### src/rtl/rsa_modexp_pkg.sv
`default_nettype none
// ============================================================================
// rsa_modexp_pkg : shared width defaults and FSM encoding for rsa_modexp
// Rev 1.0
// ============================================================================
package rsa_modexp_pkg;

  localparam int DEFAULT_WIDTH = 32;

  // Modulus, message and exponent are all twice the prime width.
  function automatic int modulus_width(input int prime_width);
    return 2 * prime_width;
  endfunction

  typedef enum logic [2:0] {
    S_IDLE  = 3'd0,
    S_CHECK = 3'd1,
    S_MUL   = 3'd2,
    S_NEXT  = 3'd3,
    S_DONE  = 3'd4
  } state_e;

endpackage
`default_nettype wire

### src/rtl/rsa_modexp_mod_mult.sv
`default_nettype none
// ============================================================================
// mod_mult : fixed MW-cycle interleaved (MSB-first) modular multiplier, p = a*b mod n
// Rev 1.0
// ============================================================================
module mod_mult #(
  parameter int MW = 64
) (
  input  logic          clk,
  input  logic          reset,
  input  logic          start,
  input  logic [MW-1:0] a,
  input  logic [MW-1:0] b,
  input  logic [MW-1:0] n,
  output logic          done,
  output logic [MW-1:0] p
);

  localparam int JW = $clog2(MW);

  logic [MW+1:0] acc_q, acc_d;
  logic [JW-1:0] j_q, j_d;
  logic          run_q, run_d;
  logic          done_q, done_d;
  logic [MW+1:0] n_ext, t0, t1, t2;

  // a, b and n are read directly and must stay stable (and below n) while running.
  always_comb begin
    n_ext  = {2'b00, n};
    t0     = (acc_q << 1) + (a[j_q] ? {2'b00, b} : '0);
    t1     = (t0 >= n_ext) ? (t0 - n_ext) : t0;
    t2     = (t1 >= n_ext) ? (t1 - n_ext) : t1;
    acc_d  = acc_q;
    j_d    = j_q;
    run_d  = run_q;
    done_d = 1'b0;
    if (start) begin
      acc_d = '0;
      j_d   = JW'(MW - 1);
      run_d = 1'b1;
    end else if (run_q) begin
      acc_d = t2;
      j_d   = j_q - 1'b1;
      if (j_q == '0) begin
        run_d  = 1'b0;
        done_d = 1'b1;
      end
    end
  end

  always_ff @(posedge clk or negedge reset) begin
    if (!reset) begin
      acc_q  <= '0;
      j_q    <= '0;
      run_q  <= 1'b0;
      done_q <= 1'b0;
    end else begin
      acc_q  <= acc_d;
      j_q    <= j_d;
      run_q  <= run_d;
      done_q <= done_d;
    end
  end

  assign done = done_q;
  assign p    = acc_q[MW-1:0];

endmodule
`default_nettype wire

### src/rtl/rsa_modexp.sv
`default_nettype none
// ============================================================================
// rsa_modexp : constant-time right-to-left square-and-multiply, result = msg^exp mod n
// Rev 1.0
// ============================================================================
module rsa_modexp
  import rsa_modexp_pkg::*;
#(
  parameter int WIDTH = DEFAULT_WIDTH
) (
  input  logic                 clk,
  input  logic                 reset,
  input  logic                 start,
  input  logic [2*WIDTH-1:0]   msg,
  input  logic [2*WIDTH-1:0]   exp,
  input  logic [2*WIDTH-1:0]   n,
  output logic                 busy,
  output logic                 done,
  output logic                 error,
  output logic [2*WIDTH-1:0]   result
);

  localparam int MW = modulus_width(WIDTH);
  localparam int IW = $clog2(MW);

  state_e        state_q, state_d;
  logic [MW-1:0] msg_q, msg_d;
  logic [MW-1:0] exp_q, exp_d;
  logic [MW-1:0] n_q, n_d;
  logic [MW-1:0] acc_q, acc_d;
  logic [MW-1:0] base_q, base_d;
  logic [MW-1:0] result_q, result_d;
  logic          error_q, error_d;
  logic [IW-1:0] idx_q, idx_d;
  logic [IW-1:0] cnt_q, cnt_d;
  logic          mul_start;
  logic          mul_done, sqr_done;
  logic [MW-1:0] p_mul, p_sqr;

  always_comb begin
    state_d   = state_q;
    msg_d     = msg_q;
    exp_d     = exp_q;
    n_d       = n_q;
    acc_d     = acc_q;
    base_d    = base_q;
    result_d  = result_q;
    error_d   = error_q;
    idx_d     = idx_q;
    cnt_d     = cnt_q;
    mul_start = 1'b0;
    case (state_q)
      S_IDLE: begin
        if (start) begin
          msg_d    = msg;
          exp_d    = exp;
          n_d      = n;
          result_d = '0;
          error_d  = 1'b0;
          state_d  = S_CHECK;
        end
      end
      S_CHECK: begin
        if ((n_q[MW-1:1] == '0) || (msg_q >= n_q)) begin
          error_d  = 1'b1;
          result_d = '0;
          state_d  = S_DONE;
        end else begin
          acc_d     = MW'(1);
          base_d    = msg_q;
          idx_d     = '0;
          cnt_d     = '0;
          mul_start = 1'b1;
          state_d   = S_MUL;
        end
      end
      S_MUL: begin
        cnt_d = cnt_q + 1'b1;
        if (cnt_q == IW'(MW - 1)) state_d = S_NEXT;
      end
      S_NEXT: begin
        if (mul_done && sqr_done) begin
          acc_d  = exp_q[idx_q] ? p_mul : acc_q;
          base_d = p_sqr;
          idx_d  = idx_q + 1'b1;
          if (idx_q == IW'(MW - 1)) begin
            result_d = acc_d;
            state_d  = S_DONE;
          end else begin
            cnt_d     = '0;
            mul_start = 1'b1;
            state_d   = S_MUL;
          end
        end
      end
      S_DONE:  state_d = S_IDLE;
      default: state_d = S_IDLE;
    endcase
  end

  always_ff @(posedge clk or negedge reset) begin
    if (!reset) begin
      state_q  <= S_IDLE;
      msg_q    <= '0;
      exp_q    <= '0;
      n_q      <= '0;
      acc_q    <= '0;
      base_q   <= '0;
      result_q <= '0;
      error_q  <= 1'b0;
      idx_q    <= '0;
      cnt_q    <= '0;
    end else begin
      state_q  <= state_d;
      msg_q    <= msg_d;
      exp_q    <= exp_d;
      n_q      <= n_d;
      acc_q    <= acc_d;
      base_q   <= base_d;
      result_q <= result_d;
      error_q  <= error_d;
      idx_q    <= idx_d;
      cnt_q    <= cnt_d;
    end
  end

  // Multiply and square run in lockstep on the operands held in acc_q/base_q.
  mod_mult #(.MW(MW)) u_mul (
    .clk   (clk),
    .reset (reset),
    .start (mul_start),
    .a     (acc_q),
    .b     (base_q),
    .n     (n_q),
    .done  (mul_done),
    .p     (p_mul)
  );

  mod_mult #(.MW(MW)) u_sqr (
    .clk   (clk),
    .reset (reset),
    .start (mul_start),
    .a     (base_q),
    .b     (base_q),
    .n     (n_q),
    .done  (sqr_done),
    .p     (p_sqr)
  );

  assign busy   = (state_q != S_IDLE);
  assign done   = (state_q == S_DONE);
  assign error  = error_q;
  assign result = result_q;

endmodule
`default_nettype wire
### config.mk
export PLATFORM = sky130hd
export DESIGN_NAME = rsa_modexp
export DESIGN_NICKNAME = d
export VERILOG_FILES = /design/src/rtl/rsa_modexp_pkg.sv /design/src/rtl/rsa_modexp_mod_mult.sv /design/src/rtl/rsa_modexp.sv
export SDC_FILE = /design/constraint.sdc
export NUM_CORES = 2
export LEC_CHECK = 0
export BUFFER_PORTS_ARGS = -buffer_cell sky130_fd_sc_hd__buf_2
export CORE_ASPECT_RATIO = 1.2
export CORE_MARGIN = 5
export CORE_UTILIZATION = 45
export CTS_CLUSTER_SIZE = 14
export DETAILED_ROUTE_END_ITERATION = 8
export PLACE_DENSITY = 0.67
export RECOVER_POWER = 100
export SKIP_CTS_REPAIR_TIMING = 1
export SLEW_MARGIN = 10
export SYNTH_ARGS = -nofsm -noshare
export SYNTH_HDL_FRONTEND = slang
export SYNTH_SLANG_ARGS = --single-unit
### constraint.sdc
create_clock -name clk -period 34.2 [get_ports clk]
set_input_delay 6.84 -clock clk [delete_from_list [all_inputs] [get_ports clk]]
set_output_delay 6.84 -clock clk [all_outputs]
set_load 0.05 [all_outputs]
==> key figures <==
Synth
  – Post-synthesis adder-cell area fraction: 11.40%
  – Post-synthesis register bit count: 546
  – Sequential share of the synthesized area: 26.98%
  – Multiplexer area fraction after synthesis: 11.02%
  – EDFF count, synth: 0
  – Avg Inst Size Synth: roughly 8.5 um2
  – Compound-gate portion of the synthesized area: between 20% and 30%
  – Top_reg_cell synth: dfrtp_1
  – Post-Syn Instances: 5951
  – Synth Cell Area: slightly above 0.05 mm2
  – Simple-gate area share of the yosys netlist: 14.82%
  – Post-synth cell types: 108
  – Syn Nets: 6604
  – Synth async-reset ratio: 100.0%
  – Synth Area in XOR/XNOR: under 10%
  – Synthesis Warnings: 0
  – Largest family of logic cells by synthesized area: compound AO/OA/AOI/OAI gates

Setup path
  – Worst R2R Start: u_sqr.j_q[1]
  – CP max-delay cell: clkbuf_1
  – Cells on worst reg2reg path: between 40 and 50
  – Reg-to-Reg End: u_sqr.acc_q[27]
  – Setup crit end kind: register
  – Setup CP Type: register to register
  – Crit-path leading delay family: buffers and inverters
  – Reg2Reg Setup Slack: 10.59 ns
  – CP most frequent cell: o21ai_0
  – Worst endpoint required time: 34.78 ns
  – Startpoint Class: register
  – Max FO, Critical Path: 71
  – Critical path buffers and inverters: 6
  – CP Data Arrival Time: 24.19 ns
  – Max incr delay on CP: about 3.2 ns

Detailed routing
  – WL/cell: between 20 and 30 um
  – Detailed-route DRC error count: 0
  – Drt total wl: about 190000 um
  – 1st-pass router iterations: 5
  – Detail Route Antenna Nets: 0
  – Routed vias/inst: 6.234
  – Initial DRC Count: 4634
  – DR vias: 47090

Clock tree
  – Clock transition at path regs: 0.07 ns
  – H-tree depth: 2
  – CTS Sinks: 546
  – Root cell of the clock tree: clkbuf_16
  – Clk_lat worst skew: 0.69 ns
  – CTS Buffer Depth: 3
  – CTS Buf Count: 60
  – CTS tree: built

Global routing
  – Global route overflow: 0
  – Gr usage total: 30.47%
  – Vias in the first global route: roughly 45000
  – Largest net degree at the start of global routing: 182
  – First-pass GRT wire length: 280200 um
  – Antenna violations before repair: 14

Power and ir drop
  – Leakage: 27.07 nW
  – Max VDD drop: 0.03691 mV
  – Pwr Density: about 28 mW/mm2
  – Overall Power: 0.001548 W

Layout
  – Commonest non-fill, non-tap cells in the layout: nand2_1, o21ai_0, a21oi_1
  – Final nets: 6666
  – Commonest non-fill, non-tap cell in the layout: nand2_1
  – Layout cell share with drive strength beyond 1: 9.845%
  – P&R area growth vs syn: 8.091%

Hold path
  – Hold Path Origin: result[20]
  – Hold EP: result[20]
  – Hold depth: 2
  – Worst Hold Class: register to register

Timing
  – Setup violations, final: 0
  – Setup TNS: 0 ns
  – Worst-margin pin slew: 8.941 ns
  – Headroom to the max-slew limit: -496.1%
  – Tcrit/Tclk final: 69.02%
  – Max Fclk: 0.04236 GHz
  – Fin Clk Skew: 0.02530 ns
  – Hold Fails Final Rpt: 0
  – Final Critical Period: 23.61 ns
  – Fin. max-slew vios: 1515
  – RSZ-0062 raised after global routing: false

Placement
  – Hpwl dp: 150700 um
  – Port Buffer Count: 261
  – Final GP Congestion: 1.016

Die
  – Top Ports: 262
  – Die area: 0.1194 mm2
  – Initial Utilization: a little under half
  – Overall die height: 377.5 um
  – # rows: ~130
  – Die width: between 300 and 400 um
  – Core Area: 0.1115 mm2

Run
  – MaxCap Viol Count: 21

Outcome
  – Failing checks: capacitance limit, slew limit
  – Outcome: finished, violations left
synth_stat cells (all sizes together) (11+ instances only):
cell | number | share of area [%]
o21ai | 623 | 6.2
mux2 | 158 | 3.5
o211ai | 33 | 0.54
a22o | 65 | 1.1
a31o | 14 | 0.24
o21a | 52 | 0.77
a221oi | 15 | 0.27
nor2b | 52 | 0.64
nand3 | 103 | 1.0
a2111oi | 11 | 0.27
inv | 187 | 1.4
nand2 | 614 | 4.6
a21boi | 13 | 0.19
a21o | 255 | 3.8
nor2 | 210 | 1.6
a211oi | 51 | 0.78
xor2 | 143 | 2.5
or2 | 11 | 0.14
o22ai | 11 | 0.14
dfrtp | 546 | 27
and4 | 11 | 0.19
nor3 | 75 | 0.76
a311oi | 11 | 0.20
nor4 | 33 | 0.45
o31ai | 92 | 1.4
nand2b | 54 | 0.67
nor3b | 12 | 0.19
a31oi | 47 | 0.61
and2 | 162 | 2.0
o21bai | 73 | 1.1
and3 | 42 | 0.52
a211o | 11 | 0.19
or3 | 23 | 0.28
mux4 | 51 | 2.3
ha | 452 | 11
a21oi | 590 | 5.9
xnor2 | 219 | 3.8
clkbuf | 258 | 1.9
nand4 | 110 | 1.4
o221ai | 13 | 0.22
buf | 69 | 0.90
mux2i | 265 | 5.2
final cells by class:
class | instances | area (um2)
clock inverters | 25 | 351.6
diodes | 4 | 10.01
clock buffers | 78 | 1650
well taps | 1496 | 1872
flip-flops and latches | 546 | 13670
multi-input cells | 4891 | 34840
fillers | 10920 | 56750
inverters | 187 | 701.9
repair buffers | 327 | 1647
how the worst max path moves through the flow:
stage                            start         endpoint  slack, ns  depth (start not counted)
after floorplan           u_sqr.j_q[0]   u_sqr.acc_q[0]      22.97                         47
after global routing      u_mul.j_q[0]  u_mul.acc_q[15]       9.18                         45
after CTS                 u_sqr.j_q[1]  u_sqr.acc_q[27]      19.20                         45
after global placement    u_sqr.j_q[1]  u_sqr.acc_q[27]      19.41                         45
final                     u_sqr.j_q[1]  u_sqr.acc_q[27]      10.59                         45
after detailed placement  u_sqr.j_q[1]  u_sqr.acc_q[27]      19.30                         45
state kept, by name, summed over array words and instances, names as in the netlist, 6 cells and up:
name and flops:
acc_q 64, exp_q 64, u_mul.acc_q 65, u_sqr.acc_q 65, msg_q 64, u_mul.j_q 6, base_q 64, cnt_q 6
n_q 64, u_sqr.j_q 6, idx_q 6, result 64
power breakdown:
part           switching (W)  internal, W
clock network       0.000292     0.000392
logic               0.000125    0.0000622
registers          0.0000138     0.000663
total               0.000431      0.00112
worst min-delay path, stage by stage (launching register included):
cell	delay (ns)
dfrtp_1	0.34
nand2_1	0.05
o31ai_1	0.05
cells by family after synthesis:
| family | after synthesis |
|---|---|
| AOI/OAI and AO/OA | 2060 |
| and+or+nand+nor | 1537 |
| DFF | 546 |
| buffers and inverters | 514 |
| muxes | 474 |
| adders and majority gates | 458 |
| xor gates and xnor gates | 362 |
metal layers:
| layer | track usage, % | vias up | part of all wire (%) |
|---|---|---|---|
| met5 | 0 | - | 0.0037 |
| met4 | 10.60 | 2 | 4.1 |
| met3 | 3.753 | 295 | 6.9 |
| met2 | 49.17 | 1821 | 45 |
| met1 | 42.39 | 22910 | 44 |
| li1 | - | 22060 | - |
metrics by stage:
stage / hold WS, ns / setup slack, ns / cells / util [%] / cell area (um2)
after floorplan: 0.4683 / 22.97 / 5951 / - / 50650
after global placement: 0.4560 / 19.41 / 7447 / 47.56 / 53030
after detailed placement: 0.4603 / 19.30 / 7447 / 47.56 / 53030
after CTS: 0.4734 / 19.20 / 7550 / 49.35 / 55030
after global routing: 0.4965 / 9.182 / 7550 / 49.09 / 54740
final: 0.4728 / 10.59 / 7554 / 49.10 / 54750
(Power assumes the default switching activity.)
